## src/rtl/lsu_port.sv

```systemverilog
// Load/store unit port: one access in flight, IDLE -> ACCESS -> RESP handshake to a simple memory.
// Optional macro LSU_ALIGN_CHECK_EN faults misaligned W/D accesses.
module lsu_port #(
    parameter int unsigned N = 64
) (
    input  logic         clk,
    input  logic         reset,
    input  logic         req_valid,
    output logic         req_ready,
    input  logic         req_store,
    input  logic [1:0]   req_size,
    input  logic         req_unsigned,
    input  logic [N-1:0] req_addr,
    input  logic [N-1:0] req_wdata,
    output logic         resp_valid,
    input  logic         resp_ready,
    output logic [N-1:0] resp_rdata,
    output logic         resp_err,
    output logic         readtype,
    output logic [1:0]   memwrite,
    output logic [N-1:0] dataadr,
    output logic [N-1:0] writedata,
    input  logic [N-1:0] readdata
);

    typedef enum logic [1:0] {StIdle, StAccess, StResp} state_e;

    localparam logic [1:0] SizeW = 2'd1;
    localparam logic [1:0] SizeB = 2'd2;

    state_e       r_state;
    state_e       w_state_next;
    logic         r_store;
    logic [1:0]   r_size;
    logic         r_unsigned;
    logic [N-1:0] r_addr;
    logic [N-1:0] r_wdata;
    logic [N-1:0] r_rdata;
    logic         r_err;

    logic         w_fault;
    logic [N-1:0] w_shifted;
    logic [7:0]   w_byte;
    logic [31:0]  w_word;
    logic [N-1:0] w_load;

`ifdef LSU_ALIGN_CHECK_EN
    assign w_fault = (req_size == 2'd0)
                  || ((req_size == SizeW) && (req_addr[1:0] != 2'b00))
                  || ((req_size == 2'd3) && (req_addr[2:0] != 3'b000));
`else
    assign w_fault = (req_size == 2'd0);
`endif

    always_comb begin
        w_state_next = r_state;
        req_ready    = 1'b0;
        resp_valid   = 1'b0;
        memwrite     = 2'd0;
        readtype     = 1'b0;
        unique case (r_state)
            StIdle: begin
                req_ready = 1'b1;
                if (req_valid) begin
                    w_state_next = w_fault ? StResp : StAccess;
                end
            end
            StAccess: begin
                w_state_next = StResp;
                memwrite     = r_store ? r_size : 2'd0;
                readtype     = !r_store && (r_size != SizeW);
            end
            StResp: begin
                resp_valid = 1'b1;
                if (resp_ready) begin
                    w_state_next = StIdle;
                end
            end
            default: w_state_next = StIdle;
        endcase
    end

    // Big-endian byte lane: offset 0 lives in the most significant byte of the dword.
    always_comb begin
        w_shifted = readdata >> {3'd7 - r_addr[2:0], 3'b000};
        w_byte    = w_shifted[7:0];
        w_word    = readdata[31:0];
        w_load    = readdata;
        if (r_size == SizeB) begin
            w_load = {{(N-8){~r_unsigned & w_byte[7]}}, w_byte};
        end else if (r_size == SizeW) begin
            w_load = {{(N-32){~r_unsigned & w_word[31]}}, w_word};
        end
    end

    always_ff @(posedge clk or posedge reset) begin
        if (reset) begin
            r_state    <= StIdle;
            r_store    <= 1'b0;
            r_size     <= 2'd0;
            r_unsigned <= 1'b0;
            r_addr     <= '0;
            r_wdata    <= '0;
            r_rdata    <= '0;
            r_err      <= 1'b0;
        end else begin
            r_state <= w_state_next;
            if (r_state == StIdle && req_valid) begin
                r_store    <= req_store;
                r_size     <= req_size;
                r_unsigned <= req_unsigned;
                r_addr     <= req_addr;
                r_wdata    <= req_wdata;
                if (w_fault) begin
                    r_err   <= 1'b1;
                    r_rdata <= '0;
                end
            end
            if (r_state == StAccess) begin
                r_err   <= 1'b0;
                r_rdata <= r_store ? '0 : w_load;
            end
        end
    end

    assign resp_rdata = r_rdata;
    assign resp_err   = r_err;
    assign dataadr    = r_addr;
    assign writedata  = r_wdata;

endmodule

```

## config.mk

```make
export PLATFORM = sky130hd
export DESIGN_NAME = lsu_port
export DESIGN_NICKNAME = d
export VERILOG_FILES = /design/src/rtl/lsu_port.sv
export SDC_FILE = /design/constraint.sdc
export NUM_CORES = 1
export LEC_CHECK = 0
export BUFFER_PORTS_ARGS = -buffer_cell sky130_fd_sc_hd__buf_4
export CORE_AREA = 4 4 151 153
export DETAILED_ROUTE_END_ITERATION = 16
export DIE_AREA = 0 0 155 157
export MAX_ROUTING_LAYER = met4
export PLACE_DENSITY = 0.64
export SYNTH_ARGS = -nofsm -noshare
export SYNTH_HDL_FRONTEND = slang
export SYNTH_SLANG_ARGS = --single-unit
```

## constraint.sdc

```tcl
create_clock -name clk -period 6.85 [get_ports clk]
set_input_delay 0.3425 -clock clk [delete_from_list [all_inputs] [get_ports clk]]
set_output_delay 0.3425 -clock clk [all_outputs]
set_load 0.05 [all_outputs]
```

-- Word-level counts from Yosys, hierarchy flattened
Cells that the tools add are included.
- add/sub/neg operators: 1
- $mul: 0
- div/mod/pow operators: 0
- magnitude comparators: 0
- equality and inequality tests: 7
- shift-type cells: 1
- muxes and demuxes: 18
- bitwise operators: 3
- reduce and logical (&&, ||, !) cells: 9
- operator list (cell ; number):
    $mux 64 ; 6
    $shr 64x6->8 ; 1
    $mux 2 ; 5
    $mux 1 ; 6
    $pmux 2 s3 ; 1
    $eq 2x1->1 const B ; 2
    $eq 2x2->1 const B ; 2
    $logic_not 2->1 ; 2
    $ne 2x2->1 const B ; 2
    $reduce_and 2->1 ; 2
    $reduce_bool 2->1 ; 2
    $sub 3x3->3 const A ; 1
    $and 1x1->1 ; 2
    $logic_and 1x1->1 ; 2
    $ne 2x1->1 const B ; 1
    $logic_not 1->1 ; 1
    $not 1->1 ; 1
- flip-flop bits (word level): 199
- latch bits: 0
- memory bits (writable): 0
- ROM bits: 0
- output and inout port bits: 198
- logic and storage cells: 47
- memories: 0

-- Logic depth before layout (Yosys ltp)
- depth in word-level cells: 6
- depth in mapped cells: 7
- mapped depth without buffers: 4

-- Least setup slack after synthesis
OpenSTA, ideal clock, no wires.
- path kind: register to register
- from: register r_addr[2] (netlist: dataadr[2])
- to: register r_rdata[33] (netlist: resp_rdata[33])
- setup time: 0.131 ns
- data arrival time: 1.939 ns
- required time: 6.719 ns
- slack: 4.780 ns
- stages on the path, launching flop included: 8
- period minus slack after synthesis: 2.070 ns
- cell sequence: dfrtp_1 > buf_4 > mux4_2 > nand2b_4 > o2111ai_2 > buf_6 > buf_6 > o211ai_1
- word-level cells in the longest chain between the ends: 6
- RTL lines (item ; RTL line ; text):
    start: declaration ; 36 ; logic [N-1:0] r_addr;
    start signal: assignment ; 112 ; r_addr <= req_addr;
    $sub 3x3->3 ; 85 ; w_shifted = readdata >> {3'd7 - r_addr[2:0], 3'b000};
    $shr 64x6->8 ; 85 ;
    $and 1x1->1 ; 90 ; w_load = {{(N-8){~r_unsigned & w_byte[7]}}, w_byte};
    $mux 64 ; 89 ; if (r_size == SizeB) begin
    $mux 64 ; 121 ; r_rdata <= r_store ? '0 : w_load;
    $mux 64 ; 119 ; if (r_state == StAccess) begin
    end signal: assignment ; 121 ;
    end: declaration ; 38 ; logic [N-1:0] r_rdata;
No other way between the ends.
A chain may end at the register's enable or synchronous reset.

-- Worst setup path in the final report
- from: register r_addr[2] (netlist: dataadr[2])
- to: register r_rdata[58] (netlist: resp_rdata[58])
Same word-level chain as after synthesis.

==> metrics.md <==
| Metric | Value |
|---|---|
| Worst Setup End Kind | `flip-flop` |
| Htree depth | `4` |
| Routing usage on met2 | `about a third` |
| Pwr Total | `about 0.0067 W` |
| Buf+Inv Stages, Crit Path | `1` |
| Cell breakdown of the critical path | `mux4_2 -> o2111ai_4 -> buf_4 -> o211ai_1` |
| Post-CTS Setup Bufs | `0` |
| Via count | `roughly 6400` |
| Gr ovfl total | `0` |
| Commonest non-fill, non-tap cell in the layout | `buf_4` |
| Internal reg-to-reg setup slack | `3.96 ns` |
| Root buffer cell | `clkbuf_16` |
| # hold bufs at CTS | `0` |
| RR Startpoint | `dataadr[2]` |
| Leakage | `5.811 nW` |
| DP Wirelength | `around 20000 um` |
| VDD IR max | `between 0.3 and 0.4 mV` |
| Die height | `roughly 160 um` |
| Slew Limit Fails | `0` |
| Core Util, Final | `around 56%` |
| Chip width | `about 160 um` |
| Post-synthesis cell area | `about 0.008 mm^2` |
| Setup Skew | `~0.012 ns` |
| Nets@finish | `1173` |
| Final Hold Viols | `0` |
| DR pass1 iterations | `5` |
| Maximum fanout along the worst path | `33` |
| Clock sink total | `between 150 and 200` |
| Slowest stage cell, crit path | `dfrtp_1` |
| Placed insts | `1234` |
| Remaining DRCs | `0` |
| Most frequent cells in the layout | `buf_4, dfrtp_1, mux2_2, nand2_1, nor2_1` |
| Site Rows | `54` |
| Final period utilization | `42.13%` |
| Syn avg cell area | `~14 um^2` |
| Reg2reg path depth | `4` |
| Routability cong. | `approximately 0.86` |
| Clock buffer depth | `2` |
| Core area | `~0.022 mm^2` |
| Most used routing layer in global routing | `met2` |
| Worst setup SP type | `flip-flop` |
| Post-route insts no fill | `between 1000 and 1500` |
| CTS tree | `done` |
| Yosys warnings | `0` |
| Met3 Usage GRT | `around 6.6%` |
| Synth cell types | `27` |
| Synth area leaders | `dfrtp_1, mux2_2, mux4_2` |
| Clock slew at reported path FFs | `0.08 ns` |
| Arrival @ worst endpoint | `between 3 and 4 ns` |
| Area growth syn-to-layout | `46.37%` |
| Starting Density | `a little under two fifths` |
| Clock Latency Late Sink | `between 0.4 and 0.5 ns` |
| Num CTS Buffers | `17` |
| Status | `finished, final reports clean` |
| PortBufs | `approximately 400` |
| Setup CP Type | `reg -> reg` |
| Vias in the first global route | `6739` |
| Reg2reg end | `resp_rdata[58]` |
| Syn Nets | `between 700 and 800` |
| Worst hold path class | `in -> async` |
| Crit path max-delay family | `flip-flops` |
| Initial antenna violation count | `1` |
| Worst Path Required | `just over 7 ns` |
| Tmin final | `2.886 ns` |
| CP max stage delay | `between 0.8 and 0.9 ns` |
| Post-DRT Antenna Nets | `0` |
| #FFs+latches synth | `around 200` |
| Post-CTS Resized | `0` |
| Post-synthesis sequential area ratio | `about 60%` |
| Largest area contributor in the netlist | `dfrtp_1` |
| Die ar. | `0.02434 mm^2` |
| Slew HR | `a little under a quarter` |
| Vias per cell | `5.058` |
| Share of the synthesized area in the top cell type | `around three fifths` |
| Starting DRT DRC Count | `between 300 and 400` |
| PD cells | `between 500 and 600 mW/mm^2` |
| Syn Inst Count | `595` |
| Setup TNS | `0 ns` |
| Total GRT Usage | `21.40%` |
| GRT met1 Usage | `between 20% and 30%` |
| Routed wire per std cell | `between 20 and 25 um` |
| Pin count of the biggest net entering global routing | `approximately 130` |
| Share of cells above drive strength 1 | `between 50% and 60%` |
| # IOs | `about 400` |
| Max cap viols | `0` |
| # setup viols final | `0` |
| Fmax | `roughly 0.35 GHz` |
| First-pass GRT wire length | `approximately 39000 um` |
| Routed wire length | `between 20000 and 30000 um` |
| Hold WS | `between 0.05 and 0.06 ns` |
| RSZ-0062 raised after global routing | `false` |
| Worst-margin pin slew | `between 1 and 1.5 ns` |
worst max-delay path by stage:
stage	slack (ns)	depth (start not counted)	from	to
after floorplan	1.08	1	reset	dataadr[0]
after global placement	4.08	4	dataadr[2]	resp_rdata[52]
after detailed placement	3.99	4	dataadr[2]	resp_rdata[58]
after CTS	3.98	4	dataadr[2]	resp_rdata[58]
after global routing	3.87	4	dataadr[2]	resp_rdata[38]
final	3.96	4	dataadr[2]	resp_rdata[58]
state kept, by name, indices dropped and copies added (netlist names):
name and flops:
r_state 2, resp_rdata 64, r_store 1, r_unsigned 1
dataadr 64, resp_err 1, r_size 2, writedata 64
cells in the mapped netlist, drive strengths merged:
library cell / n
clkbuf: 13
mux4: 14
o21ai: 10
nor3b: 3
a31oi: 1
and2: 1
nand3: 1
nand2b: 1
or3b: 1
o311ai: 1
o211ai: 33
a22oi: 33
nor2: 38
nand2: 60
nor2b: 6
mux2i: 9
dfrtp: 199
mux2: 132
o31ai: 1
o2111ai: 1
and3: 2
inv: 4
buf: 31
metal layers:
| metal | up-vias | share of wire, % |
|---|---|---|
| met5 | - | 0 |
| met2 | 320 | 50 |
| met3 | 41 | 9.6 |
| met4 | 0 | 2.5 |
| met1 | 3175 | 38 |
| li1 | 2872 | - |
cells by family (layout without fill, tap and decap cells):
| family | after synthesis | in the layout | synth area share [%] |
|---|---|---|---|
| buffers and inverters | 48 | 439 | 2.984 |
| muxes | 155 | 155 | 23.14 |
| other | 0 | 1 | 0 |
| AOI/OAI and AO/OA | 80 | 80 | 7.132 |
| DFF | 199 | 199 | 60.91 |
| and+or+nand+nor | 113 | 113 | 5.831 |
worst register-to-register path, delay by kind of cell, from the launching register on:
kind	cells	cell delay, ns
AOI/OAI and AO/OA	2	0.75
DFF	1	0.86
buffers and inverters	1	0.46
muxes	1	0.64
power by group:
| group | internal [W] | switching (W) | total [W] |
|---|---|---|---|
| clock network | 0.000552 | 0.000472 | 0.00102 |
| logic | 0.00123 | 0.00246 | 0.00370 |
| registers | 0.00167 | 0.000345 | 0.00202 |
stage by stage:
| stage | cell area (um^2) | setup slack (ns) |
|---|---|---|
| after floorplan | 8175 | 1.082 |
| after global placement | 11370 | 4.077 |
| final | 11970 | 3.964 |
| after global routing | 11970 | 3.867 |
| after CTS | 11960 | 3.983 |
| after detailed placement | 11370 | 3.992 |
area by class of cell:
type	instances	area [um^2]
Sequential cell	199	4980
Fill cell	1894	9587
Antenna cell	1	2.502
Clock buffer	19	432.9
Tap cell	280	350.3
Clock inverter	13	158.9
Timing Repair Buffer	403	3038
Multi-Input combinational cell	348	2982
Inverter	4	22.52
(Power assumes the default switching activity.)
